## config.mk

```make
export PLATFORM = sky130hd
export DESIGN_NAME = systolic_feeder
export DESIGN_NICKNAME = d
export VERILOG_FILES = /design/src/rtl/systolic_pkg.sv /design/src/rtl/systolic_feeder_skew_lane.sv /design/src/rtl/systolic_feeder.sv
export SDC_FILE = /design/constraint.sdc
export NUM_CORES = 2
export LEC_CHECK = 0
export CAP_MARGIN = 20
export CORE_MARGIN = 2
export CORE_UTILIZATION = 35
export CTS_CLUSTER_DIAMETER = 120
export DETAILED_ROUTE_END_ITERATION = 12
export SYNTH_ARGS = -nofsm -noshare
export SYNTH_HDL_FRONTEND = slang
export SYNTH_HIERARCHICAL = 1
export SYNTH_SLANG_ARGS = --single-unit
```

## constraint.sdc

```tcl
create_clock -name clk_i -period 4.1 [get_ports clk_i]
set_clock_uncertainty 0.05 [all_clocks]
set_input_delay 1.23 -clock clk_i [delete_from_list [all_inputs] [get_ports clk_i]]
set_output_delay 1.23 -clock clk_i [all_outputs]
set_load 0.005 [all_outputs]
```

## src/rtl/systolic_pkg.sv

```systemverilog
// Shared types and constants for the 4x4 systolic operand feeder.
package systolic_pkg;

  localparam int unsigned N          = 4;
  localparam int unsigned FEED_STEPS = 2 * N - 1;

  localparam logic SEL_A = 1'b0;
  localparam logic SEL_B = 1'b1;

  typedef enum logic [2:0] {
    IDLE,
    CLR,
    FEED,
    DRAIN,
    DONE
  } state_e;

endpackage

```

## src/rtl/systolic_feeder_skew_lane.sv

```systemverilog
// One skewed stream lane: selects element (step - LANE) of a stored row/column, or 0 outside the window.
module skew_lane
  import systolic_pkg::*;
#(
  parameter int unsigned DATA_WIDTH = 32,
  parameter int unsigned LANE       = 0
) (
  input  logic                      en_i,
  input  logic [2:0]                step_i,
  input  logic [N*DATA_WIDTH-1:0]   vec_i,
  output logic [DATA_WIDTH-1:0]     elem_o
);

  logic [3:0] diff;

  always_comb begin
    elem_o = '0;
    diff   = {1'b0, step_i} - 4'(LANE);
    // diff in 0..3 exactly when both the sign bit and bit 2 are clear
    if (en_i && (diff[3:2] == 2'b00)) begin
      for (int unsigned k = 0; k < N; k++) begin
        if (diff[1:0] == 2'(k)) elem_o = vec_i[k*DATA_WIDTH +: DATA_WIDTH];
      end
    end
  end

endmodule

```

## src/rtl/systolic_feeder.sv

```systemverilog
// Operand buffer and skewed stream generator for the 4x4 systolic multiplier.
// Optional macro FEEDER_TRANSPOSE_B_EN: top streams read B transposed (array computes A*B^T).
module systolic_feeder
  import systolic_pkg::*;
#(
  parameter int unsigned DATA_WIDTH   = 32,
  parameter int unsigned DRAIN_CYCLES = 4
) (
  input  logic                  clk_i,
  input  logic                  rst_i,
  input  logic                  wr_valid_i,
  output logic                  wr_ready_o,
  input  logic                  wr_sel_i,
  input  logic [3:0]            wr_addr_i,
  input  logic [DATA_WIDTH-1:0] wr_data_i,
  input  logic                  start_i,
  output logic                  busy_o,
  output logic                  array_clr_o,
  output logic [DATA_WIDTH-1:0] left_o_0,
  output logic [DATA_WIDTH-1:0] left_o_4,
  output logic [DATA_WIDTH-1:0] left_o_8,
  output logic [DATA_WIDTH-1:0] left_o_12,
  output logic [DATA_WIDTH-1:0] up_o_0,
  output logic [DATA_WIDTH-1:0] up_o_1,
  output logic [DATA_WIDTH-1:0] up_o_2,
  output logic [DATA_WIDTH-1:0] up_o_3,
  output logic                  done_o
);

  state_e                  state_q, state_d;
  logic [2:0]              step_q, step_d;
  logic [3:0]              drain_q, drain_d;
  logic [DATA_WIDTH-1:0]   a_q [N*N];
  logic [DATA_WIDTH-1:0]   b_q [N*N];
  logic [DATA_WIDTH-1:0]   left_q [N];
  logic [DATA_WIDTH-1:0]   up_q [N];
  logic [DATA_WIDTH-1:0]   left_d [N];
  logic [DATA_WIDTH-1:0]   up_d [N];
  logic [N*DATA_WIDTH-1:0] a_row [N];
  logic [N*DATA_WIDTH-1:0] b_vec [N];
  logic                    feed_d;
  logic                    wr_en;

  assign wr_ready_o  = (state_q == IDLE);
  assign busy_o      = (state_q != IDLE);
  assign array_clr_o = (state_q == CLR);
  assign done_o      = (state_q == DONE);
  assign wr_en       = wr_valid_i && wr_ready_o;

  always_comb begin
    state_d = state_q;
    step_d  = step_q;
    drain_d = drain_q;
    unique case (state_q)
      IDLE:  if (start_i) state_d = CLR;
      CLR: begin
        state_d = FEED;
        step_d  = '0;
      end
      FEED: begin
        if (step_q == 3'(FEED_STEPS - 1)) begin
          state_d = DRAIN;
          drain_d = '0;
        end else begin
          step_d = step_q + 3'd1;
        end
      end
      DRAIN: begin
        if (drain_q == 4'(DRAIN_CYCLES - 1)) state_d = DONE;
        else drain_d = drain_q + 4'd1;
      end
      DONE:    state_d = IDLE;
      default: state_d = IDLE;
    endcase
  end

  // Lanes look at the next state/step so stream registers line up with the FEED cycle they belong to.
  assign feed_d = (state_d == FEED);

  for (genvar g = 0; g < N; g++) begin : g_lane
    for (genvar k = 0; k < N; k++) begin : g_el
      assign a_row[g][k*DATA_WIDTH +: DATA_WIDTH] = a_q[g*N + k];
`ifdef FEEDER_TRANSPOSE_B_EN
      assign b_vec[g][k*DATA_WIDTH +: DATA_WIDTH] = b_q[g*N + k];
`else
      assign b_vec[g][k*DATA_WIDTH +: DATA_WIDTH] = b_q[k*N + g];
`endif
    end

    skew_lane #(.DATA_WIDTH(DATA_WIDTH), .LANE(g)) u_left (
      .en_i   (feed_d),
      .step_i (step_d),
      .vec_i  (a_row[g]),
      .elem_o (left_d[g])
    );

    skew_lane #(.DATA_WIDTH(DATA_WIDTH), .LANE(g)) u_up (
      .en_i   (feed_d),
      .step_i (step_d),
      .vec_i  (b_vec[g]),
      .elem_o (up_d[g])
    );
  end

  always_ff @(posedge clk_i) begin
    if (rst_i) begin
      state_q <= IDLE;
      step_q  <= '0;
      drain_q <= '0;
      for (int unsigned i = 0; i < N; i++) begin
        left_q[i] <= '0;
        up_q[i]   <= '0;
      end
    end else begin
      state_q <= state_d;
      step_q  <= step_d;
      drain_q <= drain_d;
      for (int unsigned i = 0; i < N; i++) begin
        left_q[i] <= left_d[i];
        up_q[i]   <= up_d[i];
      end
    end
  end

  always_ff @(posedge clk_i) begin
    if (rst_i) begin
      for (int unsigned i = 0; i < N*N; i++) begin
        a_q[i] <= '0;
        b_q[i] <= '0;
      end
    end else if (wr_en) begin
      if (wr_sel_i == SEL_A) a_q[wr_addr_i] <= wr_data_i;
      else                   b_q[wr_addr_i] <= wr_data_i;
    end
  end

  assign left_o_0  = left_q[0];
  assign left_o_4  = left_q[1];
  assign left_o_8  = left_q[2];
  assign left_o_12 = left_q[3];
  assign up_o_0    = up_q[0];
  assign up_o_1    = up_q[1];
  assign up_o_2    = up_q[2];
  assign up_o_3    = up_q[3];

endmodule

```

==> reports/qor_table.md <==
| Metric | Reported | Unit |
|:---|:---|:---|
| Outcome | finished, final reports clean | - |
| Worst-Margin Slew | 1.17 | ns |
| Maximum clock frequency | 254 | MHz |
| Switching share of power | 0.248 | - |
| Setup TNS Final | 0 | ns |
| Max-slew violation count | 0 | - |
| Dominant combinational cell family by area after synthesis | simple AND/OR/NAND/NOR gates | - |
| Critical path capture point type | primary output | - |
| Final weighted congestion in routability-driven placement | 0.875 | - |
| Proportion of synthesized chip area in sequential cells | 0.677 | - |
| Io pins | 301 | - |
| Core Rows | 143 | - |
| Synth area leaders | edfxtp_1, dfxtp_1, mux4_2 | - |
| End of the worst register-to-register path | up_q[0][2] | - |
| Master cell of the clock root buffer | clkbuf_16 | - |
| Reg-to-reg critical path startpoint | state_q[0] | - |
| Final net count | 4061 | - |
| Leading area contributor after synthesis | edfxtp_1 | - |
| CTS Buffer Depth | 3 | - |
| Critical path start-end classification | flop to primary output | - |
| Leakage power total | 23.4 | nW |
| Detailed route wirelength on metal3 | 16.6 | mm |
| Count of cell types in the netlist | 59 | - |
| Beginning of the worst hold path | drain_q[1] | - |
| Final count of hold timing violations | 0 | - |
| Hold path endpoint | drain_q[1] | - |
| Area delta synth->final | 19.2 | % |
| Number of violations reported at the end of detailed-routing iteration 0 | 4140 | - |
| Power share of the sequential group | 0.482 | - |
| Initial cell density of the core | 0.352 | - |
| Worst hold path class | flop to flop | - |
| Met2 layer wire length in the routed design | 75.7 | mm |
| Initial antenna violation count | 20 | - |
| Parity-gate share of the synthesized area counting xor and xnor cells | 0.000775 | - |
| Share of total power in combinational logic | 0.108 | - |
| Vias | 32500 | - |
| Portion of synthesized cell area occupied by the leading cell type | 0.577 | - |
| Period Utilization, post-route | 0.959 | - |
| Maximum net fanout on the critical path | 17 | - |
| Cell count after synthesis | 3737 | - |
| Cell with the most instances after synthesis | edfxtp_1 | - |
| Largest net degree at the start of global routing | 99 | - |
| Final core area utilization | 0.419 | - |
| Clock tree from TritonCTS | done | - |
| Count of flip-flops with a built-in enable after synthesis | 1024 | - |
| Remaining number of nets flagged by the antenna check after routing | 0 | - |
| Adder-Cell Fraction of Synth Area | 0.000705 | - |
| Final-report setup violation count | 0 | - |
| Data required time at the worst endpoint | 2.82 | ns |
| Total power divided by cell area | 480 | nW/um^2 |
| Seq cells post-synth | 1290 | - |
| Post-Route WL | 169 | mm |
| Net switching power | 7.56 | mW |
| Drt first pass iters | 6 | - |
| Average footprint of a synthesized cell | 14.3 | sq um |
| Final Critical Period | 3.93 | ns |
| Top routing layer in use | met5 | - |
| Unrepaired setup endpoints after global routing | false | - |
| Detailed-routing wirelength on met1 | 67.5 | mm |
| Cell depth of the worst hold path | 2 | - |
| Max-cap check violation count | 0 | - |
| Full die area | 155000 | sq um |
| Post-route cell area | 63500 | sq um |
| Worst Path Arrival | 2.65 | ns |
| Floorplan die width | 394 | microns |
| Area of the core region | 152000 | sq um |
| Placement-stage cell area | 58900 | sq um |
| Global-route wire length before repair | 238 | mm |
| Async set-reset flop share out of synthesis | 0 | - |
| Drt drc | 0 | - |
| Worst voltage drop across the vdd grid | 0.000329 | V |
| Setup slack of the critical path after layout | 0.168 | ns |
| Clock latency of the later-clocked register in the worst-skew pair | 0.79 | ns |
| Portion of netlist area occupied by mux cells | 0.106 | - |
| Worst slew margin | 0.218 | - |
| Number of buffers created by CTS | 144 | - |
| P_int | 22.9 | mW |
| Netlist area before placement | 53300 | sq um |
| Clock Sinks | 1290 | - |
| Clock slew at the register clock pins of the worst setup and hold paths | 0.06 | ns |
| Worst slack at placement | 0.341 | ns |
| Commonest cells in the netlist | edfxtp_1, nor2_1, dfxtp_1 | - |
| GRT Resource Usage Total | 0.214 | - |
| Post-synthesis simple-gate area fraction | 0.142 | - |
| Number of global-route vias before repair | 32300 | - |
| Residual overflow from global routing | 0 | - |
| Launching element of the worst setup path | state_q[0] | - |
| Synthesized netlist net count | 3781 | - |
| # Post-CTS Setup Buffers | 0 | - |
| IO buf count | 300 | - |
| Startpoint class of the critical path | flop | - |
| Dominant synthesized flop cell | edfxtp_1 | - |
| Detailed-route wire length per cell | 27.4 | microns |
| Ys Warns | 6 | - |
| Die H | 394 | microns |
| Share of power burned in the clock network | 0.411 | - |
| Vias/cell | 5.28 | - |
| Synth Area in Compound Gates | 0.0388 | - |
| Path depth of the worst reg2reg path | 7 | - |
| Half-perimeter wire length of the detailed placement result | 114 | mm |
| CTS H-tree lvls | 4 | - |
| Slack of the worst reg-to-reg path | 0.62 | ns |
| Layout cells sized above 1 | 0.150 | - |
## final cells by class
| type | count | area (sq um) |
|---|---|---|
| well taps | 2030 | 2540 |
| clock inverters | 66 | 552 |
| repair buffers | 455 | 4720 |
| clock buffers | 194 | 3990 |
| multi-input cells | 2121 | 15600 |
| fillers | 13800 | 88100 |
| flip-flops and latches | 1290 | 36100 |
| inverters | 5 | 31.3 |
| diodes | 2 | 5.00 |
## through the flow
step	total power, mW	std cells	hold WS [ns]
3_5_place_dp	18.2	5901	0.443
6_report	30.5	6163	0.450
4_1_cts	30.7	6161	0.452
3_3_place_gp	18.2	5900	0.441
5_1_grt	31.4	6162	0.495
2_1_floorplan	16.9	3737	0.423
## flip-flops by register name, summed over array words and instances, names as in the netlist
name,count
left_q,128
state_q,3
b_q,512
up_q,128
step_q,3
drain_q,4
a_q,512
## placed cells by master (no fill, tap or decap), drive strengths merged, types with 3 or more instances in the layout
cell / synthesis / layout
a21oi: 7 / 7
and2: 195 / 195
and3: 64 / 64
and3b: 3 / 3
buf: 193 / 156
bufinv: 0 / 5
clkbuf: 128 / 194
clkdlybuf4s50: 0 / 299
clkinv: 0 / 48
clkinvlp: 0 / 6
dfxtp: 266 / 266
edfxtp: 1024 / 1024
ha: 3 / 3
inv: 5 / 12
mux2i: 128 / 128
mux4: 192 / 192
nand2: 134 / 134
nand2b: 4 / 4
nand3: 3 / 3
nand3b: 3 / 3
nand4: 14 / 14
nand4b: 3 / 3
nor2: 835 / 835
nor2b: 263 / 263
nor3: 3 / 3
nor3b: 3 / 3
nor4: 7 / 7
o211a: 128 / 128
o21bai: 26 / 26
o221ai: 3 / 3
o22ai: 65 / 65
or2: 7 / 7
or3b: 4 / 4
xor2: 3 / 3
## timing repair
action | in CTS | in global routing
hold buffers | 0 | 0
resized for setup | 3 | 0
setup endpoints to repair | 3 | 0
## layer usage
metal | track usage | up-vias
met4 | 0.105 | 6
met1 | 0.291 | 16600
met3 | 0.0467 | 269
li1 | - | 14000
met5 | 0 | -
met2 | 0.324 | 1682
## power by group through the flow
stage	logic, mW	registers, mW	clock network [mW]
detailed placement	3.28	14.9	0
global placement	3.27	14.9	0
global route	3.41	14.7	13.2
CTS	3.29	14.7	12.7
finish	3.28	14.7	12.5
floorplan	2.00	14.9	0
## critical path, cell delays in order (launching register included)
cell and delay [ns]:
dfxtp_1 0.70, inv_1 0.18, nor3_1 0.30, buf_4 0.20, clkdlybuf4s50_1 0.49
## worst max path at each step
stage / to / slack (ns) / cells past startpoint
after floorplan: a_q[10][0] / -0.09 / 6
after global placement: a_q[1][6] / 0.34 / 5
after detailed placement: a_q[1][7] / 0.34 / 5
after CTS: array_clr_o / 0.09 / 4
after global routing: array_clr_o / 0.006 / 4
final: array_clr_o / 0.17 / 4
## cell families (layout without fill, tap and decap cells)
| family | Yosys count | in the layout |
|---|---|---|
| adder cells (fa/ha/maj) | 3 | 3 |
| other | 0 | 2 |
| AO/OA/AOI/OAI | 244 | 244 |
| multiplexers | 320 | 320 |
| buffers and inverters | 326 | 720 |
| XOR/XNOR | 3 | 3 |
| AND/OR/NAND/NOR | 1551 | 1551 |
| flip-flops | 1290 | 1290 |
No activity file was read; power rests on OpenSTA's default activity.
